[src/rtl/mem_bus_arbiter_pkg.sv]
// Shared definitions for the RAM-port arbiter between the CPU datapath and the debug/loader master.
// State encoding, bus-width defaults and the address range helper.
package mem_bus_arbiter_pkg;

  localparam int ARB_ADDR_WIDTH    = 16;
  localparam int ARB_DATA_WIDTH    = 8;
  localparam int ARB_MEM_DEPTH     = 32768;
  localparam int ARB_STALL_TIMEOUT = 64;
  localparam int ARB_LEN_WIDTH     = 8;

  typedef enum logic [2:0] {
    CPU_OWN     = 3'd0,
    STALL_WAIT  = 3'd1,
    DBG_SETUP   = 3'd2,
    DBG_CAPTURE = 3'd3,
    RELEASE     = 3'd4
  } arb_state_e;

  function automatic logic addr_in_range(input logic [31:0] addr, input logic [31:0] depth);
    return (addr < depth);
  endfunction

endpackage

[src/rtl/mem_bus_arbiter_if.sv]
// Bus bundle for mem_bus_arbiter: CPU side, debug master side and RAM side.
// The arbiter connects through the slave modport, its environment through master.
interface mem_bus_arbiter_if
  import mem_bus_arbiter_pkg::*;
#(
  parameter int ADDR_WIDTH = ARB_ADDR_WIDTH,
  parameter int DATA_WIDTH = ARB_DATA_WIDTH
);

  logic [ADDR_WIDTH-1:0]    cpu_addr;
  logic [DATA_WIDTH-1:0]    cpu_wdata;
  logic                     cpu_oe;
  logic                     cpu_we;
  logic [DATA_WIDTH-1:0]    cpu_rdata;
  logic                     cpu_at_boundary;
  logic                     cpu_stall;
  logic                     dbg_req;
  logic                     dbg_we;
  logic [ADDR_WIDTH-1:0]    dbg_addr;
  logic [ARB_LEN_WIDTH-1:0] dbg_len;
  logic [DATA_WIDTH-1:0]    dbg_wdata;
  logic                     dbg_gnt;
  logic                     dbg_ack;
  logic [DATA_WIDTH-1:0]    dbg_rdata;
  logic                     dbg_err;
  logic                     dbg_done;
  logic [ADDR_WIDTH-1:0]    mem_addr;
  logic [DATA_WIDTH-1:0]    mem_wdata;
  logic                     mem_oe;
  logic                     mem_we;
  logic [DATA_WIDTH-1:0]    mem_rdata;

  modport slave (
    input  cpu_addr, cpu_wdata, cpu_oe, cpu_we, cpu_at_boundary,
    input  dbg_req, dbg_we, dbg_addr, dbg_len, dbg_wdata, mem_rdata,
    output cpu_rdata, cpu_stall, dbg_gnt, dbg_ack, dbg_rdata, dbg_err, dbg_done,
    output mem_addr, mem_wdata, mem_oe, mem_we
  );

  modport master (
    output cpu_addr, cpu_wdata, cpu_oe, cpu_we, cpu_at_boundary,
    output dbg_req, dbg_we, dbg_addr, dbg_len, dbg_wdata, mem_rdata,
    input  cpu_rdata, cpu_stall, dbg_gnt, dbg_ack, dbg_rdata, dbg_err, dbg_done,
    input  mem_addr, mem_wdata, mem_oe, mem_we
  );

endinterface

[src/rtl/mem_bus_arbiter_burst_ctr.sv]
// Burst address incrementer (wraps modulo 2^ADDR_WIDTH) and beat down-counter.
// last is high while the current beat is the final one of the burst.
module arb_burst_ctr #(
  parameter int ADDR_WIDTH = 16,
  parameter int LEN_WIDTH  = 8
) (
  input  logic                  clk,
  input  logic                  reset,
  input  logic                  load,
  input  logic                  step,
  input  logic [ADDR_WIDTH-1:0] load_addr,
  input  logic [LEN_WIDTH-1:0]  load_len,
  output logic [ADDR_WIDTH-1:0] addr,
  output logic                  last
);

  logic [ADDR_WIDTH-1:0] addr_r;
  logic [LEN_WIDTH-1:0]  beats_r;

  // address and remaining-beat registers
  always_ff @(posedge clk or negedge reset) begin
    if (!reset) begin
      addr_r  <= {ADDR_WIDTH{1'b0}};
      beats_r <= {LEN_WIDTH{1'b0}};
    end else if (load) begin
      addr_r  <= load_addr;
      beats_r <= load_len;
    end else if (step) begin
      addr_r  <= addr_r + ADDR_WIDTH'(1);
      beats_r <= beats_r - LEN_WIDTH'(1);
    end else begin
      addr_r  <= addr_r;
      beats_r <= beats_r;
    end
  end

  assign addr = addr_r;
  assign last = (beats_r == {LEN_WIDTH{1'b0}});

endmodule

[src/rtl/mem_bus_arbiter.sv]
// Shares the RAM port between the CPU and a debug/loader master doing single/burst accesses.
// Optional macro ARB_STALL_TIMEOUT_EN: abandon the request if no CPU boundary arrives in time.
module mem_bus_arbiter
  import mem_bus_arbiter_pkg::*;
#(
  parameter int ADDR_WIDTH    = ARB_ADDR_WIDTH,
  parameter int DATA_WIDTH    = ARB_DATA_WIDTH,
  parameter int MEM_DEPTH     = ARB_MEM_DEPTH,
  parameter int STALL_TIMEOUT = ARB_STALL_TIMEOUT
) (
  input  logic               clk,
  input  logic               reset,
  mem_bus_arbiter_if.slave   bus
);

  arb_state_e            state_r;
  arb_state_e            next_state_s;
  logic                  dbg_we_r;
  logic                  block_r;
  logic [DATA_WIDTH-1:0] dbg_rdata_r;
  logic [ADDR_WIDTH-1:0] cnt_addr_s;
  logic                  last_s;
  logic                  load_s;
  logic                  step_s;
  logic                  in_range_s;
  logic                  timeout_hit_s;

  // block_r holds off a new request for the first CPU_OWN cycle after a hand-back
  assign load_s     = (state_r == CPU_OWN) && bus.dbg_req && !block_r;
  assign step_s     = ((state_r == DBG_SETUP) && (dbg_we_r || !in_range_s)) ||
                      (state_r == DBG_CAPTURE);
  assign in_range_s = addr_in_range(32'(cnt_addr_s), 32'(MEM_DEPTH));
  assign bus.cpu_rdata = bus.mem_rdata;

  arb_burst_ctr #(
    .ADDR_WIDTH (ADDR_WIDTH),
    .LEN_WIDTH  (ARB_LEN_WIDTH)
  ) u_burst_ctr (
    .clk       (clk),
    .reset     (reset),
    .load      (load_s),
    .step      (step_s),
    .load_addr (bus.dbg_addr),
    .load_len  (bus.dbg_len),
    .addr      (cnt_addr_s),
    .last      (last_s)
  );

`ifdef ARB_STALL_TIMEOUT_EN
  localparam int TO_W = $clog2(STALL_TIMEOUT + 1);
  logic [TO_W-1:0] stall_cnt_r;

  // cycles spent waiting for the CPU boundary
  always_ff @(posedge clk or negedge reset) begin
    if (!reset) begin
      stall_cnt_r <= {TO_W{1'b0}};
    end else if (state_r == STALL_WAIT) begin
      stall_cnt_r <= stall_cnt_r + TO_W'(1);
    end else begin
      stall_cnt_r <= {TO_W{1'b0}};
    end
  end

  assign timeout_hit_s = (stall_cnt_r == TO_W'(STALL_TIMEOUT - 1)) && !bus.cpu_at_boundary;
`else
  logic unused_stall_timeout_s;
  assign unused_stall_timeout_s = (STALL_TIMEOUT == 32'sd0);
  assign timeout_hit_s          = 1'b0;
`endif

  // state, burst direction, re-request hold-off and read-data holding register
  always_ff @(posedge clk or negedge reset) begin
    if (!reset) begin
      state_r     <= CPU_OWN;
      dbg_we_r    <= 1'b0;
      block_r     <= 1'b0;
      dbg_rdata_r <= {DATA_WIDTH{1'b0}};
    end else begin
      state_r <= next_state_s;
      block_r <= (state_r == RELEASE) || ((state_r == STALL_WAIT) && timeout_hit_s);
      if (load_s) begin
        dbg_we_r <= bus.dbg_we;
      end else begin
        dbg_we_r <= dbg_we_r;
      end
      if (state_r == DBG_CAPTURE) begin
        dbg_rdata_r <= bus.mem_rdata;
      end else if ((state_r == DBG_SETUP) && !dbg_we_r && !in_range_s) begin
        dbg_rdata_r <= {DATA_WIDTH{1'b0}};
      end else begin
        dbg_rdata_r <= dbg_rdata_r;
      end
    end
  end

  // next-state decode
  always_comb begin
    next_state_s = state_r;
    case (state_r)
      CPU_OWN: begin
        if (load_s) next_state_s = STALL_WAIT;
        else        next_state_s = CPU_OWN;
      end
      STALL_WAIT: begin
        if (bus.cpu_at_boundary)  next_state_s = DBG_SETUP;
        else if (timeout_hit_s)   next_state_s = CPU_OWN;
        else                      next_state_s = STALL_WAIT;
      end
      DBG_SETUP: begin
        if (!dbg_we_r && in_range_s) next_state_s = DBG_CAPTURE;
        else if (last_s)             next_state_s = RELEASE;
        else                         next_state_s = DBG_SETUP;
      end
      DBG_CAPTURE: begin
        if (last_s) next_state_s = RELEASE;
        else        next_state_s = DBG_SETUP;
      end
      RELEASE: next_state_s = CPU_OWN;
      default: next_state_s = CPU_OWN;
    endcase
  end

  // bus steering and handshake outputs; CPU strobes pass through until the grant
  always_comb begin
    bus.mem_addr  = bus.cpu_addr;
    bus.mem_wdata = bus.cpu_wdata;
    bus.mem_oe    = bus.cpu_oe;
    bus.mem_we    = bus.cpu_we;
    bus.cpu_stall = 1'b0;
    bus.dbg_gnt   = 1'b0;
    bus.dbg_ack   = 1'b0;
    bus.dbg_err   = 1'b0;
    bus.dbg_done  = 1'b0;
    bus.dbg_rdata = dbg_rdata_r;
    case (state_r)
      CPU_OWN: begin
        bus.cpu_stall = 1'b0;
      end
      STALL_WAIT: begin
        bus.cpu_stall = 1'b1;
        bus.dbg_err   = timeout_hit_s;
      end
      DBG_SETUP: begin
        bus.cpu_stall = 1'b1;
        bus.dbg_gnt   = 1'b1;
        bus.mem_addr  = cnt_addr_s;
        bus.mem_wdata = bus.dbg_wdata;
        bus.mem_oe    = !dbg_we_r && in_range_s;
        bus.mem_we    = dbg_we_r && in_range_s;
        bus.dbg_ack   = dbg_we_r || !in_range_s;
        bus.dbg_err   = !in_range_s;
        if (!dbg_we_r && !in_range_s) bus.dbg_rdata = {DATA_WIDTH{1'b0}};
        else                          bus.dbg_rdata = dbg_rdata_r;
      end
      DBG_CAPTURE: begin
        bus.cpu_stall = 1'b1;
        bus.dbg_gnt   = 1'b1;
        bus.mem_addr  = cnt_addr_s;
        bus.mem_wdata = bus.dbg_wdata;
        bus.mem_oe    = 1'b1;
        bus.mem_we    = 1'b0;
        bus.dbg_ack   = 1'b1;
        bus.dbg_rdata = bus.mem_rdata;
      end
      RELEASE: begin
        bus.mem_addr  = cnt_addr_s;
        bus.mem_wdata = bus.dbg_wdata;
        bus.mem_oe    = 1'b0;
        bus.mem_we    = 1'b0;
        bus.dbg_done  = 1'b1;
      end
      default: begin
        bus.cpu_stall = 1'b0;
      end
    endcase
  end

endmodule

[src/flat_wrapper.sv]
// flat-port wrapper written by rule: the top's interface ports become plain ports
module mem_bus_arbiter_flat import mem_bus_arbiter_pkg::*;
#(
  parameter int ADDR_WIDTH    = ARB_ADDR_WIDTH,
  parameter int DATA_WIDTH    = ARB_DATA_WIDTH,
  parameter int MEM_DEPTH     = ARB_MEM_DEPTH,
  parameter int STALL_TIMEOUT = ARB_STALL_TIMEOUT
)
  (clk, reset, bus_cpu_addr, bus_cpu_wdata, bus_cpu_oe, bus_cpu_we, bus_cpu_at_boundary, bus_dbg_req, bus_dbg_we, bus_dbg_addr, bus_dbg_len, bus_dbg_wdata, bus_mem_rdata, bus_cpu_rdata, bus_cpu_stall, bus_dbg_gnt, bus_dbg_ack, bus_dbg_rdata, bus_dbg_err, bus_dbg_done, bus_mem_addr, bus_mem_wdata, bus_mem_oe, bus_mem_we);
  mem_bus_arbiter_if #(.ADDR_WIDTH(ADDR_WIDTH), .DATA_WIDTH(DATA_WIDTH)) bus_i ();
  input  logic clk;
  input  logic reset;
  input wire logic [$bits(bus_i.cpu_addr)-1:0] bus_cpu_addr;
  input wire logic [$bits(bus_i.cpu_wdata)-1:0] bus_cpu_wdata;
  input wire logic [$bits(bus_i.cpu_oe)-1:0] bus_cpu_oe;
  input wire logic [$bits(bus_i.cpu_we)-1:0] bus_cpu_we;
  input wire logic [$bits(bus_i.cpu_at_boundary)-1:0] bus_cpu_at_boundary;
  input wire logic [$bits(bus_i.dbg_req)-1:0] bus_dbg_req;
  input wire logic [$bits(bus_i.dbg_we)-1:0] bus_dbg_we;
  input wire logic [$bits(bus_i.dbg_addr)-1:0] bus_dbg_addr;
  input wire logic [$bits(bus_i.dbg_len)-1:0] bus_dbg_len;
  input wire logic [$bits(bus_i.dbg_wdata)-1:0] bus_dbg_wdata;
  input wire logic [$bits(bus_i.mem_rdata)-1:0] bus_mem_rdata;
  output wire logic [$bits(bus_i.cpu_rdata)-1:0] bus_cpu_rdata;
  output wire logic [$bits(bus_i.cpu_stall)-1:0] bus_cpu_stall;
  output wire logic [$bits(bus_i.dbg_gnt)-1:0] bus_dbg_gnt;
  output wire logic [$bits(bus_i.dbg_ack)-1:0] bus_dbg_ack;
  output wire logic [$bits(bus_i.dbg_rdata)-1:0] bus_dbg_rdata;
  output wire logic [$bits(bus_i.dbg_err)-1:0] bus_dbg_err;
  output wire logic [$bits(bus_i.dbg_done)-1:0] bus_dbg_done;
  output wire logic [$bits(bus_i.mem_addr)-1:0] bus_mem_addr;
  output wire logic [$bits(bus_i.mem_wdata)-1:0] bus_mem_wdata;
  output wire logic [$bits(bus_i.mem_oe)-1:0] bus_mem_oe;
  output wire logic [$bits(bus_i.mem_we)-1:0] bus_mem_we;
  assign bus_i.cpu_addr = bus_cpu_addr;
  assign bus_i.cpu_wdata = bus_cpu_wdata;
  assign bus_i.cpu_oe = bus_cpu_oe;
  assign bus_i.cpu_we = bus_cpu_we;
  assign bus_i.cpu_at_boundary = bus_cpu_at_boundary;
  assign bus_i.dbg_req = bus_dbg_req;
  assign bus_i.dbg_we = bus_dbg_we;
  assign bus_i.dbg_addr = bus_dbg_addr;
  assign bus_i.dbg_len = bus_dbg_len;
  assign bus_i.dbg_wdata = bus_dbg_wdata;
  assign bus_i.mem_rdata = bus_mem_rdata;
  assign bus_cpu_rdata = bus_i.cpu_rdata;
  assign bus_cpu_stall = bus_i.cpu_stall;
  assign bus_dbg_gnt = bus_i.dbg_gnt;
  assign bus_dbg_ack = bus_i.dbg_ack;
  assign bus_dbg_rdata = bus_i.dbg_rdata;
  assign bus_dbg_err = bus_i.dbg_err;
  assign bus_dbg_done = bus_i.dbg_done;
  assign bus_mem_addr = bus_i.mem_addr;
  assign bus_mem_wdata = bus_i.mem_wdata;
  assign bus_mem_oe = bus_i.mem_oe;
  assign bus_mem_we = bus_i.mem_we;
  mem_bus_arbiter #(.ADDR_WIDTH(ADDR_WIDTH), .DATA_WIDTH(DATA_WIDTH), .MEM_DEPTH(MEM_DEPTH), .STALL_TIMEOUT(STALL_TIMEOUT)) u_core (.clk(clk), .reset(reset), .bus(bus_i));
endmodule
[config.mk]
export PLATFORM = sky130hd
export DESIGN_NAME = mem_bus_arbiter_flat
export DESIGN_NICKNAME = d
export VERILOG_FILES = /design/src/rtl/mem_bus_arbiter_pkg.sv /design/src/rtl/mem_bus_arbiter_if.sv /design/src/rtl/mem_bus_arbiter_burst_ctr.sv /design/src/rtl/mem_bus_arbiter.sv /design/src/flat_wrapper.sv
export SDC_FILE = /design/constraint.sdc
export NUM_CORES = 1
export LEC_CHECK = 0
export CORE_AREA = 8 8 83 85
export CTS_CLUSTER_SIZE = 30
export DETAILED_ROUTE_END_ITERATION = 8
export DIE_AREA = 0 0 91 93
export PLACE_DENSITY = 0.89
export SYNTH_ARGS = -nofsm -noshare
export SYNTH_HDL_FRONTEND = slang
export SYNTH_SLANG_ARGS = --single-unit
export TNS_END_PERCENT = 1
[constraint.sdc]
create_clock -name clk -period 4.63 [get_ports clk]
set_input_delay 0.463 -clock clk [delete_from_list [all_inputs] [get_ports clk]]
set_output_delay 0.463 -clock clk [all_outputs]
set_load 0.02 [all_outputs]
**After elaboration in Yosys (flattened, before gate mapping)**

Cells that the tools add are included.

- Register bits after elaboration: 37
- Bits of input ports: 71
- Output and inout bits: 47
- Logic and storage cells: 56

- Add/subtract/negate cells: 2
- Magnitude comparators: 1
- Eq/ne operators: 4
- Mux-type cells: 22
- Reductions and logical operators: 21

Operators by type and width:

| cell | count |
|---|---|
| 16-bit two-way mux | 3 |
| 8-bit two-way mux | 6 |
| 16-bit by 1-bit adder with 16-bit output (second input constant) | 1 |
| 16-bit < comparator (second input constant) | 1 |
| 8-bit one-hot mux with 2 select lines | 1 |
| 3-bit one-hot mux with 4 select lines | 1 |
| 1-bit logical AND | 8 |
| 8-bit logical NOT | 1 |
| 8-bit by 1-bit subtractor with 8-bit output (second input constant) | 1 |
| 3-bit by 2-bit equality test with 1-bit output (second input constant) | 2 |
| 3-bit two-way mux | 2 |
| 3-bit OR reduction | 2 |
| 1-bit two-way mux | 5 |
| 1-bit one-hot mux with 2 select lines | 2 |
| 2-bit nonzero test | 2 |
| 2-bit OR reduction | 2 |
| 3-bit by 1-bit equality test with 1-bit output (second input constant) | 1 |
| 3-bit equality test (second input constant) | 1 |
| 1-bit logical NOT | 3 |
| 3-bit logical NOT | 1 |
| 1-bit one-hot mux with 3 select lines | 1 |
| 1-bit logical OR | 2 |
| 2-bit two-way mux | 1 |

**Logic depth before layout (Yosys ltp)**

Gate-level depths: netlist of the first run.

- Word-level depth: 7
- Gate-level depth with buffers: 8
- Mapped depth without buffers: 7

**Modules after synthesis**

From an unflattened synthesis of the first run, not the netlist that was laid out.

- Cells, all modules: 247
- Area total of the unflattened synthesis: 2,565.0 µm²

Modules (own cells, without submodules):

| module | times used | cells each | area each (µm²) | seq. area each (µm²) |
|---|---|---|---|---|
| arb_burst_ctr | 1 | 149 | 1,411.4 | 600.6 |
| mem_bus_arbiter | 1 | 98 | 1,153.6 | 325.3 |

**Worst setup path after synthesis of the first run**

OpenSTA, ideal clock, no wires.

- Path type: reg-to-output
- From: register u_core.state_r[1]
- To: output bus_mem_addr[10]
- Arrival: 1.826 ns
- Data required time: 4.167 ns
- Setup slack: 2.341 ns
- Cell stages (with the launch flop): 6
- Path through: dfrtp_1 > clkbuf_8 > nor3_1 > nor2_2 > buf_4 > mux2_2

- Cells in the longest elaborated chain, start to end: 3

Ends and longest elaborated chain:

| element | RTL line | text |
|---|---|---|
| start, declared | mem_bus_arbiter.sv:16 | `arb_state_e state_r;` |
| start signal, assigned | mem_bus_arbiter.sv:79 | `state_r <= next_state_s;` |
| 3-bit by 2-bit equality test with 1-bit output / 3-bit equality test (equally long branches) | mem_bus_arbiter.sv:135 | `case (state_r)` |
| 3-bit OR reduction (no line) (*) | n/a |  |
| 16-bit two-way mux (*) | mem_bus_arbiter.sv:135 |  |
| end, declared | flat_wrapper.sv:31 | `output wire logic [$bits(bus_i.mem_addr)-1:0] bus_mem_addr;` |

Every way passes the cells marked *; elsewhere a longest branch is shown, timed or not.

**Final worst setup path of the first run**

- From: register u_core.u_burst_ctr.addr_r[15], in the netlist u_core.u_burst_ctr.addr[15]
- To: output bus_dbg_rdata[6]

- Cells in the longest elaborated chain, start to end: 5

Ends and longest elaborated chain:

| element | RTL line | text |
|---|---|---|
| start, declared | mem_bus_arbiter_burst_ctr.sv:17 | `logic [ADDR_WIDTH-1:0] addr_r;` |
| start signal, assigned | mem_bus_arbiter_burst_ctr.sv:23 | `addr_r <= {ADDR_WIDTH{1'b0}};` |
| start signal, assigned | mem_bus_arbiter_burst_ctr.sv:26 | `addr_r <= load_addr;` |
| start signal, assigned | mem_bus_arbiter_burst_ctr.sv:29 | `addr_r <= addr_r + ADDR_WIDTH'(1);` |
| 16-bit < comparator | mem_bus_arbiter_pkg.sv:20 | `return (addr < depth);` |
| 1-bit logical NOT | mem_bus_arbiter.sv:152 | `if (!dbg_we_r && !in_range_s) bus.dbg_rdata = {DATA_WIDTH{1'b0}};` |
| 1-bit logical AND | mem_bus_arbiter.sv:152 |  |
| 8-bit two-way mux | mem_bus_arbiter.sv:152 |  |
| 8-bit one-hot mux with 2 select lines | mem_bus_arbiter.sv:135 |  |
| end, declared | flat_wrapper.sv:28 | `output wire logic [$bits(bus_i.dbg_rdata)-1:0] bus_dbg_rdata;` |

No other way between the ends.

==> results of run 1 <==
## flip-flops by register name (all words and copies together), names as in the netlist
register / flops
u_core.u_burst_ctr.addr: 16
u_core.block_r: 1
u_core.u_burst_ctr.beats_r: 8
u_core.dbg_rdata_r: 8
u_core.state_r: 3
u_core.dbg_we_r: 1
## where the power goes
part	internal (mW)	switching, mW
combinational	0.691	0.646
clock	0.214	0.116
sequential	0.474	0.168
## cells by family after synthesis
| family | count (synthesis) |
|---|---|
| AND/OR/NAND/NOR | 74 |
| AO/OA/AOI/OAI | 48 |
| flip-flops | 37 |
| multiplexers | 29 |
| buffers and inverters | 26 |
| XOR/XNOR | 22 |
| adder cells (fa/ha/maj) | 2 |
## critical path, stage by stage (launching register included)
cell	delay, ps
dfrtp_1	490
nor2b_1	190
o21ai_1	810
a22o_1	250
clkdlybuf4s50_1	610
## through the flow
| step | hold WS [ps] | power [mW] | worst slack (ps) | utilization |
|---|---|---|---|---|
| 6_report | 264.5 | 2.308 | 1520 | 0.6422 |
| 5_1_grt | 316.1 | 2.462 | 1361 | 0.6422 |
| 4_1_cts | 288.1 | 2.329 | 1523 | 0.6422 |
| 3_5_place_dp | 484.8 | 1.989 | 1834 | 0.6186 |
| 3_3_place_gp | 486.0 | 1.945 | 1937 | 0.6186 |
| 2_1_floorplan | 167.4 | 1.492 | 2341 | - |
## how the worst max path moves through the flow
stage,endpoint,slack [ps],cells past startpoint,startpoint
finish,bus_dbg_rdata[6],1520,4,u_core.u_burst_ctr.addr[15]$_DFFE_PN0P_
global route,bus_dbg_rdata[1],1360,4,u_core.state_r[0]$_DFF_PN0_
CTS,bus_dbg_rdata[6],1520,4,u_core.state_r[1]$_DFF_PN0_
detailed placement,bus_dbg_rdata[6],1830,4,u_core.state_r[1]$_DFF_PN0_
global placement,bus_dbg_rdata[0],1940,4,u_core.state_r[1]$_DFF_PN0_
floorplan,bus_mem_addr[10],2340,5,u_core.state_r[1]$_DFF_PN0_
## final cells by class
class,count,area (um2)
well taps,75,93.84
multi-input cells,175,1292
inverters,6,25.02
flip-flops and latches,37,925.9
fillers,483,2031
clock inverters,3,65.06
clock buffers,5,68.82
repair buffers,118,1174
## metal layers
| layer | share of wire | up-vias |
|---|---|---|
| li1 | - | 1053 |
| met1 | 0.42 | 1010 |
| met2 | 0.48 | 104 |
| met3 | 0.093 | 8 |
| met4 | 0.011 | 0 |
| met5 | 0 | - |
## layout by cell type (no fill, tap or decap), types with 3 or more instances in the layout
| cell | instances |
|---|---|
| dfrtp_1 | 37 |
| nor4_1 | 3 |
| clkbuf_8 | 5 |
| xnor2_1 | 10 |
| xor2_1 | 12 |
| nand2_1 | 11 |
| nand3_1 | 7 |
| a21oi_1 | 24 |
| a22o_1 | 16 |
| mux2_2 | 27 |
| inv_1 | 4 |
| nor2_1 | 28 |
| nor3_1 | 3 |
| o21ai_0 | 5 |
| clkdlybuf4s50_1 | 116 |
==> key figures, run 1 <==
GRT
  – Vias in the first global route: 2312
  – Total track usage: 0.1603
  – Grt met1 use: 0.1836
  – Initial antenna violation count: 0
  – Gr busiest metal: met2
  – Largest net degree at the start of global routing: 48
  – First-pass GRT wire length: about 11000 um
  – Global Route met2 Usage: 0.2678
  – GR Overflow Total: 0
  – M3 GR Usage: 0.06651

Synthesis
  – Cell accounting for the most synthesized area: dfrtp_1
  – Multiplexer share of the synthesized area: 0.1368
  – Synth Area in Compound Gates: 0.1269
  – Post-synth EDFFs: 0
  – Post-synthesis cell type count: 43
  – Synth async-reset ratio: 1.000
  – Syn nets: ~310
  – Flip-flop and latch count after synthesis: 37
  – Synth Area in XOR/XNOR: 0.08008
  – Top post-synthesis cells by count: 37 x dfrtp_1, 28 x nor2_1, 27 x mux2_2, 24 x a21oi_1, 16 x a22o_1
  – Largest cells by area after synthesis: dfrtp_1 38%, mux2_2 13%, a22o_1 5.8%, a21oi_1 5.0%, nor2_1 4.4%
  – Count leader, synth: dfrtp_1
  – Primary FF master, synth: dfrtp_1
  – Syn_area_per_cell: slightly above 10 um2
  – Adder-cell area share of the yosys netlist: 0.01040
  – Syn Inst Count: 238
  – Synth Warn #: 0
  – Post-Synth Simple-Gate Area: 0.1810
  – Post-synthesis cell area: 2406 um2
  – Synth top area share: 0.3848
  – Largest family of logic cells by synthesized area: simple AND/OR/NAND/NOR gates
  – Sequential area share after synthesis: 0.3848

Timing
  – Final hold vios: 0
  – RSZ-0062 raised after global routing: no
  – Slew Viols, Final: 0
  – Worst-Margin Slew: approximately 1000 ps
  – Fin crit share: 0.6717
  – Final setup vio count: 0
  – Max-slew headroom: 0.3006
  – Clk_skew: roughly 4.3 ps
  – Fmax: between 0.3 and 0.4 GHz
  – Min Clock Period, post-route: roughly 3100 ps
  – Setup TNS: 0 ps

Die
  – Initial core utilization: 0.4239
  – Full die area: between 8000 and 9000 um2
  – Row Count: 28
  – Core ar.: around 5700 um2
  – Die extent in x: 91 um
  – Height of the die: just over 90 um
  – I/O pin cnt: 118

Worst setup path
  – Reg-to-Reg Start: u_core.state_r[0]$_DFF_PN0_
  – Worst R2R Setup Slack: 2470 ps
  – Cells on worst reg2reg path: 3
  – Crit-path max FO: 16
  – Crit path launch type: flip-flop
  – Crit path DAT: around 2700 ps
  – Worst setup path class: flip-flop to output port
  – Worst setup EP type: output port
  – Worst Path Required: approximately 4200 ps
  – Reg2Reg Capture Point: u_core.u_burst_ctr.addr[4]$_DFFE_PN0P_

Pwr
  – VDD IR max: about 420 uV
  – Pwr Density: 633.2 nW/um2
  – Leakage: approximately 1.4 nW

Flow run
  – Max cap viols: 0

Clock network
  – Resize count post-CTS: 0
  – Root buf cell: clkbuf_8
  – Clock transition at path regs: roughly 70 ps
  – CTS tree: built
  – Worst skew pair latency: slightly below 300 ps
  – TritonCTS Buffers: 5
  – H-tree depth: 2
  – Maximum clock path buffer count: 2
  – Clk sink count: 37
  – Total setup buffers inserted after CTS: 0
  – Hold buffers post-CTS: 0

Placed design
  – Placed Area: roughly 3500 um2
  – GP Congestion: slightly above 0.8
  – Post-DP HPWL: 5408 um
  – Placed Cells: a little over 400
  – # port buffers: about 120

Run status
  – Run status: completed

Routing
  – Via-to-Cell Ratio: 5.191
  – Initial DRC count: 49
  – Final ANT Viol Nets: 0
  – Post-route DRC: 0
  – WL final: roughly 6900 um
  – DRT Pass-1 Iters: 4
  – Via count: approximately 2200
  – WL/cell: between 15 and 20 um

Cells and area
  – Area grow syn2layout: 51.48%
  – Layout cells sized above 1: 0.1453
  – # diodes: 0
  – # nets final: between 400 and 500
  – Final instance area: ~3600 um2
  – Final cell count without fillers: roughly 420

Min path
  – Hold Path Class: input port to asynchronous set/reset pin
Power figures use the tool's default switching activity.
==> run 2: changes to the inputs <==
--- a/config.mk
+++ b/config.mk
@@ -5,11 +5,11 @@
 export SDC_FILE = /design/constraint.sdc
 export NUM_CORES = 1
 export LEC_CHECK = 0
-export CORE_AREA = 8 8 83 85
+export CORE_AREA = 8 8 86 88
 export CTS_CLUSTER_SIZE = 30
 export DETAILED_ROUTE_END_ITERATION = 8
-export DIE_AREA = 0 0 91 93
-export PLACE_DENSITY = 0.89
+export DIE_AREA = 0 0 94 96
+export PLACE_DENSITY = 0.84
 export SYNTH_ARGS = -nofsm -noshare
 export SYNTH_HDL_FRONTEND = slang
 export SYNTH_SLANG_ARGS = --single-unit
==> constraint.sdc (replaced) <==
create_clock -name clk -period 2.89 [get_ports clk]
set_input_delay 0.289 -clock clk [delete_from_list [all_inputs] [get_ports clk]]
set_output_delay 0.289 -clock clk [all_outputs]
set_load 0.02 [all_outputs]
==> run 2 against run 1 <==
Non-clock buffer count up 3. Hold slack worse by 170 ps. Clock power increased by 37%. Cell count up 1.2%. Core utilization is 4.2 points lower. Cell area up 0.38%. Sequential share of layout area is 0.096 points lower. Power is 58% higher. First-iteration DRC count up 57%. Flip-flop and latch count did not move. Die area increased by 6.6%. Critical endpoint is now bus_mem_addr[6]. Highest routed layer unchanged.
==> key figures, run 2 (synthesized netlist as in run 1, its figures left out) <==
Run status
  – Run status: completed

Routing
  – Via-to-Cell Ratio: 5.059 (-2.5%)
  – WL/cell: 16.17 um (-1.9%)
  – Post-route DRC: 0 (unchanged)
  – Initial DRC count: 77 (+57%)
  – DRT Pass-1 Iters: 4 (unchanged)
  – Via count: 2145 (-1.4%)
  – Final ANT Viol Nets: 0 (unchanged)
  – WL final: 6858 um (-0.68%)

Clock network
  – Resize count post-CTS: 0 (unchanged)
  – Clock transition at path regs: 80 ps (about the same)
  – Hold buffers post-CTS: 0 (unchanged)
  – Worst skew pair latency: 290 ps (about the same)
  – Root buf cell: clkbuf_8
  – Maximum clock path buffer count: 2 (unchanged)
  – CTS tree: built
  – H-tree depth: 2 (unchanged)
  – Total setup buffers inserted after CTS: 0 (unchanged)
  – Clk sink count: 37 (unchanged)
  – TritonCTS Buffers: 5 (unchanged)

Placed design
  – GP Congestion: 0.8969 (+12%)
  – # port buffers: 117 (unchanged)
  – Post-DP HPWL: 5383 um (-0.47%)

Die
  – Initial core utilization: 0.3947 (-0.02924)
  – I/O pin cnt: 118 (unchanged)
  – Full die area: 9024 um2 (+6.6%)
  – Die extent in x: 94 um (+3.3%)
  – Height of the die: 96 um (+3.2%)
  – Row Count: 29 (+3.6%)
  – Core ar.: 6096 um2 (+7.4%)

Timing
  – Fin crit share: 0.9424
  – Final Hold Slack: 96.70 ps (-167.8 ps)
  – Max-slew headroom: 0.4354 (+0.1349)
  – Fmax: around 0.37 GHz
  – Setup TNS: 0 ps (unchanged)
  – Final hold vios: 0 (unchanged)
  – Worst-Margin Slew: 846.8 ps (-195.3 ps)
  – Final setup vio count: 0 (unchanged)
  – Clk_skew: 6.449 ps (+2.138 ps)
  – Slew Viols, Final: 0 (unchanged)
  – RSZ-0062 raised after global routing: no
  – Min Clock Period, post-route: 2724 ps

Cells and area
  – Area occupied by multi-input gates: 1296 um2 (+0.29%)
  – Commonest non-fill, non-tap cell in the layout: clkdlybuf4s50_1
  – Register area: 925.9 um2 (unchanged)
  – # diodes: 0 (unchanged)
  – Most frequent cells in the layout: 116 x clkdlybuf4s50_1, 37 x dfrtp_1, 28 x nor2_1
  – # nets final: 419 (+0.72%)
  – FILL cells: 535 (+11%)
  – Layout cells sized above 1: 0.1556 (+0.01027)
  – Max reg flops: 16 (unchanged)
  – Final core occ: 0.6002 (-0.04203)
  – Area grow syn2layout: 52.05%

Worst setup path
  – Worst setup path class: flip-flop to output port
  – Crit-path max FO: 24 (+8)
  – Reg-to-Reg Start: u_core.state_r[0]$_DFF_PN0_
  – Crit path launch type: flip-flop
  – Worst Path Required: 2600 ps (-1570 ps)
  – CP Launch Point: u_core.state_r[2]$_DFF_PN0_
  – Crit path DAT: 2430 ps (-220 ps)
  – Worst setup EP type: output port

GRT
  – Largest net degree at the start of global routing: 38 (-21%)
  – Initial antenna violation count: 0 (unchanged)
  – Vias in the first global route: 2227 (-3.7%)
  – First-pass GRT wire length: 10780 um (-3.2%)
  – Total track usage: 0.1489 (-0.01145)
  – GR Overflow Total: 0 (unchanged)

Flow run
  – Max cap viols: 0 (unchanged)

Pwr
  – Leakage: 1.424 nW (+0.16%)
  – VDD IR max: 596.3 uV (+41%)
  – Pwr Density: 995.1 nW/um2 (+57%)

Min path
  – Hold Path Class: input port to asynchronous set/reset pin
==> run 2: worst max-delay path, stage by stage (launching register included) <==
cell	delay (ps)
dfrtp_1	480
nand2b_4	250
inv_2	100
nor2_2	130
buf_6	240
mux2_2	370
clkdlybuf4s50_1	560
==> run 2: worst paths after layout <==
kind	to	slack [ps]	cells after the start
setup / recovery	bus_mem_addr[6]	170	6
hold / removal	u_core.u_burst_ctr.beats_r[5]$_DFFE_PN0P_	100	1
setup reg to reg	u_core.u_burst_ctr.addr[8]$_DFFE_PN0P_	1020	4
hold reg to reg	u_core.dbg_rdata_r[6]$_DFFE_PN0P_	510	1
max in group asynchronous	u_core.u_burst_ctr.addr[4]$_DFFE_PN0P_	2250	1
min in group clk	u_core.dbg_rdata_r[6]$_DFFE_PN0P_	510	1
==> run 2: layout make-up <==
type	instances	area share
well taps	77	0.02633
clock inverters	3	0.01265
flip-flops and latches	37	0.2531
clock buffers	5	0.01881
repair buffers	121	0.3280
multi-input cells	175	0.3543
inverters	6	0.006840
==> run 2: metrics by stage <==
step,instances,cell area (um2),setup slack (ps),power (mW)
after global placement,416,3536,468.6,3.138
after CTS,424,3651,39.42,3.673
after floorplan,238,2406,775.4,2.390
final,424,3659,166.3,3.641
after detailed placement,416,3536,403.8,3.193
after global routing,424,3659,32.72,3.897
==> run 2: routing by layer <==
metal,up-vias,track usage,wire length [um],share of wire
met1,997,0.1857,3025,0.44
met5,-,0,0,0
met4,0,0.02774,35,0.0051
li1,1050,-,-,-
met3,4,0.05226,652,0.095
met2,94,0.2445,3144,0.46
==> run 2: power breakdown <==
part	switching, mW	internal [mW]
Combinational	1.05	1.12
Clock	0.194	0.258
Sequential	0.257	0.758
==> run 3: changes to the inputs <==
--- a/config.mk
+++ b/config.mk
@@ -5,12 +5,13 @@
 export SDC_FILE = /design/constraint.sdc
 export NUM_CORES = 1
 export LEC_CHECK = 0
-export CORE_AREA = 8 8 86 88
+export CORE_AREA = 8 8 103 77
 export CTS_CLUSTER_SIZE = 30
 export DETAILED_ROUTE_END_ITERATION = 8
-export DIE_AREA = 0 0 94 96
-export PLACE_DENSITY = 0.84
+export DIE_AREA = 0 0 111 85
+export PLACE_DENSITY = 0.83
 export SYNTH_ARGS = -nofsm -noshare
 export SYNTH_HDL_FRONTEND = slang
+export SYNTH_HIERARCHICAL = 1
 export SYNTH_SLANG_ARGS = --single-unit
 export TNS_END_PERCENT = 1
==> run 3 against run 2 <==
Synthesized cell count grew 3.8%. First-iteration DRC count decreased by 12%. Area after synthesis increased by 6.6%. Sequential power decreased by 49%. Cell count rose by 3.1%.
==> key figures, run 3 <==
Run status
  – Run status: completed

Timing
  – Fin crit share: 0.9559 (+0.01348)
  – Min Clock Period, post-route: 2763 ps (+38.96 ps)
  – Max-slew headroom: 0.4401 (+0.004669)
  – Final setup vio count: 0 (unchanged)
  – Final hold vios: 0 (unchanged)
  – Clk_skew: 3.691 ps (-2.757 ps)
  – Fmax: 0.3620 GHz (-1.4%)
  – RSZ-0062 raised after global routing: no
  – Worst-Margin Slew: 839.8 ps (-7.003 ps)
  – Setup TNS: 0 ps (unchanged)
  – Slew Viols, Final: 0 (unchanged)

Clock network
  – Root buf cell: clkbuf_8
  – Total setup buffers inserted after CTS: 0 (unchanged)
  – Clk sink count: 37 (unchanged)
  – Clock transition at path regs: 70 ps (about the same)
  – Hold buffers post-CTS: 0 (unchanged)
  – TritonCTS Buffers: 5 (unchanged)
  – H-tree depth: 2 (unchanged)
  – Worst skew pair latency: 280 ps (about the same)
  – Resize count post-CTS: 0 (unchanged)
  – CTS tree: built
  – Maximum clock path buffer count: 2 (unchanged)

Placed design
  – GP Congestion: 0.7758 (-14%)
  – Placed Area: 3705 um2 (+4.8%)
  – # port buffers: 117 (unchanged)
  – Post-DP HPWL: 5717 um (+6.2%)

Synthesis
  – Post-synth EDFFs: 0 (unchanged)
  – Post-synthesis cell type count: 47 (+9.3%)
  – Syn Inst Count: 247 (+3.8%)
  – Synth Area in XOR/XNOR: 0.06488 (-0.01521)
  – Largest cells by area after synthesis: dfrtp_1 36%, mux2_4 11%, a22o_1 5.5%, nand2_1 4.4%, xnor2_1 4.1%
  – Cell accounting for the most synthesized area: dfrtp_1
  – Synth Area in Compound Gates: 0.1254 (-0.001519)
  – Synth top area share: 0.3610 (-0.02384)
  – Flip-flop and latch count after synthesis: 37 (unchanged)
  – Multiplexer share of the synthesized area: 0.1624 (+0.02567)
  – Syn_area_per_cell: 10.38 um2 (+2.7%)
  – Synth Warn #: 6 (+6)
  – Count leader, synth: dfrtp_1
  – Primary FF master, synth: dfrtp_1
  – Largest family of logic cells by synthesized area: simple AND/OR/NAND/NOR gates
  – Top post-synthesis cells by count: 37 x dfrtp_1, 30 x nand2_1, 19 x mux2_4, 18 x o21ai_1, 16 x a22o_1
  – Syn nets: 321 (+3.2%)
  – Synth async-reset ratio: 1.000 (unchanged)
  – Adder-cell area share of the yosys netlist: 0.01463 (+0.004234)
  – Post-Synth Simple-Gate Area: 0.1917 (+0.01074)
  – Sequential area share after synthesis: 0.3610 (-0.02384)
  – Post-synthesis cell area: 2565 um2 (+6.6%)

Die
  – Height of the die: 85 um (-11%)
  – Row Count: 25 (-14%)
  – Core ar.: 6412 um2 (+5.2%)
  – Full die area: 9435 um2 (+4.6%)
  – Initial core utilization: 0.4000 (+0.005295)
  – I/O pin cnt: 118 (unchanged)
  – Die extent in x: 111 um (+18%)

Cells and area
  – Most frequent cells in the layout: 116 x clkdlybuf4s50_1, 37 x dfrtp_1, 30 x nand2_1
  – # diodes: 0 (unchanged)
  – Commonest non-fill, non-tap cell in the layout: clkdlybuf4s50_1
  – Area grow syn2layout: 47.81%
  – Max reg flops: 16 (unchanged)
  – Final instance area: 3791 um2 (+3.6%)
  – Layout cells sized above 1: 0.1573 (+0.001684)
  – # nets final: 430 (+2.6%)

Flow run
  – Max cap viols: 0 (unchanged)

Worst setup path
  – Family with the most delay on the worst path: simple AND/OR/NAND/NOR gates
  – Max incr delay on CP: 610 ps (+50 ps)
  – Crit path DAT: 2470 ps (+40 ps)
  – Worst setup EP type: output port
  – Crit path launch type: flip-flop
  – Worst setup path class: flip-flop to output port
  – Worst Path Required: 2600 ps (about the same)
  – Worst path slowest cell: clkdlybuf4s50_1
  – Crit-path max FO: 17 (-29%)
  – Critical path buffer and inverter count: 2 (-1)
  – Crit-path cells: nand2b_4, inv_4, and2_1, a22o_1, clkdlybuf4s50_1

Pwr
  – Pwr Density: 273.2 nW/um2 (-73%)
  – Total power: 1.036 mW (-72%)
  – Leakage: 1.491 nW (+4.7%)
  – VDD IR max: 171.4 uV (-71%)

GRT
  – GR Overflow Total: 0 (unchanged)
  – Largest net degree at the start of global routing: 38 (unchanged)
  – Initial antenna violation count: 0 (unchanged)
  – Total track usage: 0.1499 (+0.001018)
  – Vias in the first global route: 2288 (+2.7%)
  – First-pass GRT wire length: 11810 um (+9.5%)

Routing
  – WL final: 7137 um (+4.1%)
  – Initial DRC count: 68 (-12%)
  – Via count: 2190 (+2.1%)
  – WL/cell: 16.33 um (+0.97%)
  – Final ANT Viol Nets: 0 (unchanged)
  – Via-to-Cell Ratio: 5.011 (-0.94%)
  – Post-route DRC: 0 (unchanged)
  – DRT Pass-1 Iters: 4 (unchanged)

Min path
  – Hold Path Class: input port to asynchronous set/reset pin
## run 3: stage by stage
stage                 util  setup slack (ps)  hold WS (ps)  instances
floorplan                -              1030        -6.591        247
global placement    0.5778             554.5         451.5        430
detailed placement  0.5778             483.3         438.6        430
CTS                 0.5912             156.2         126.2        437
global route        0.5912             8.252         177.2        437
finish              0.5912             127.4         91.15        437
## run 3: path summary, 6_finish.rpt
check / start / end / slack [ps] / cells past startpoint
max: u_core/state_r[2]$_DFF_PN0_ / bus_dbg_rdata[4] / 130 / 5
min: reset / u_core/dbg_rdata_r[7]$_DFFE_PN0P_ / 90 / 1
max reg2reg: u_core/state_r[2]$_DFF_PN0_ / u_core/u_burst_ctr/addr[13]$_DFFE_PN0P_ / 870 / 7
min reg2reg: u_core/dbg_rdata_r[1]$_DFFE_PN0P_ / u_core/dbg_rdata_r[1]$_DFFE_PN0P_ / 510 / 1
max in group asynchronous: reset / u_core/dbg_rdata_r[1]$_DFFE_PN0P_ / 2260 / 1
min in group clk: u_core/dbg_rdata_r[1]$_DFFE_PN0P_ / u_core/dbg_rdata_r[1]$_DFFE_PN0P_ / 510 / 1
## run 3: cell type report
cell class / instances / area, um2
multi-input cells: 181 / 1434
clock buffers: 7 / 86.33
fillers: 560 / 2621
flip-flops and latches: 37 / 925.9
inverters: 8 / 32.53
well taps: 81 / 101.3
repair buffers: 123 / 1211
## run 3: logic make-up (layout without fill, tap and decap cells)
family,after synthesis,count (layout)
AOI/OAI and AO/OA,46,46
xor gates and xnor gates,19,19
adders and majority gates,3,3
buffers and inverters,29,138
DFF,37,37
muxes,31,31
and+or+nand+nor,82,82
## run 3: power by group
group | switching [mW] | leakage (nW) | total (mW) | internal (mW)
sequential | 0 | 0.467 | 0.518 | 0.518
clock | 0.175 | 0.0443 | 0.364 | 0.189
combinational | 0.0471 | 0.980 | 0.154 | 0.107
total | 0.222 | 1.49 | 1.04 | 0.813
## run 3: per-layer routing
layer,global-route usage,share of wire,up-vias
li1,-,-,1083
met4,0.04034,0.010,0
met3,0.03030,0.038,7
met1,0.1774,0.44,1043
met5,0,0,-
met2,0.2689,0.51,57
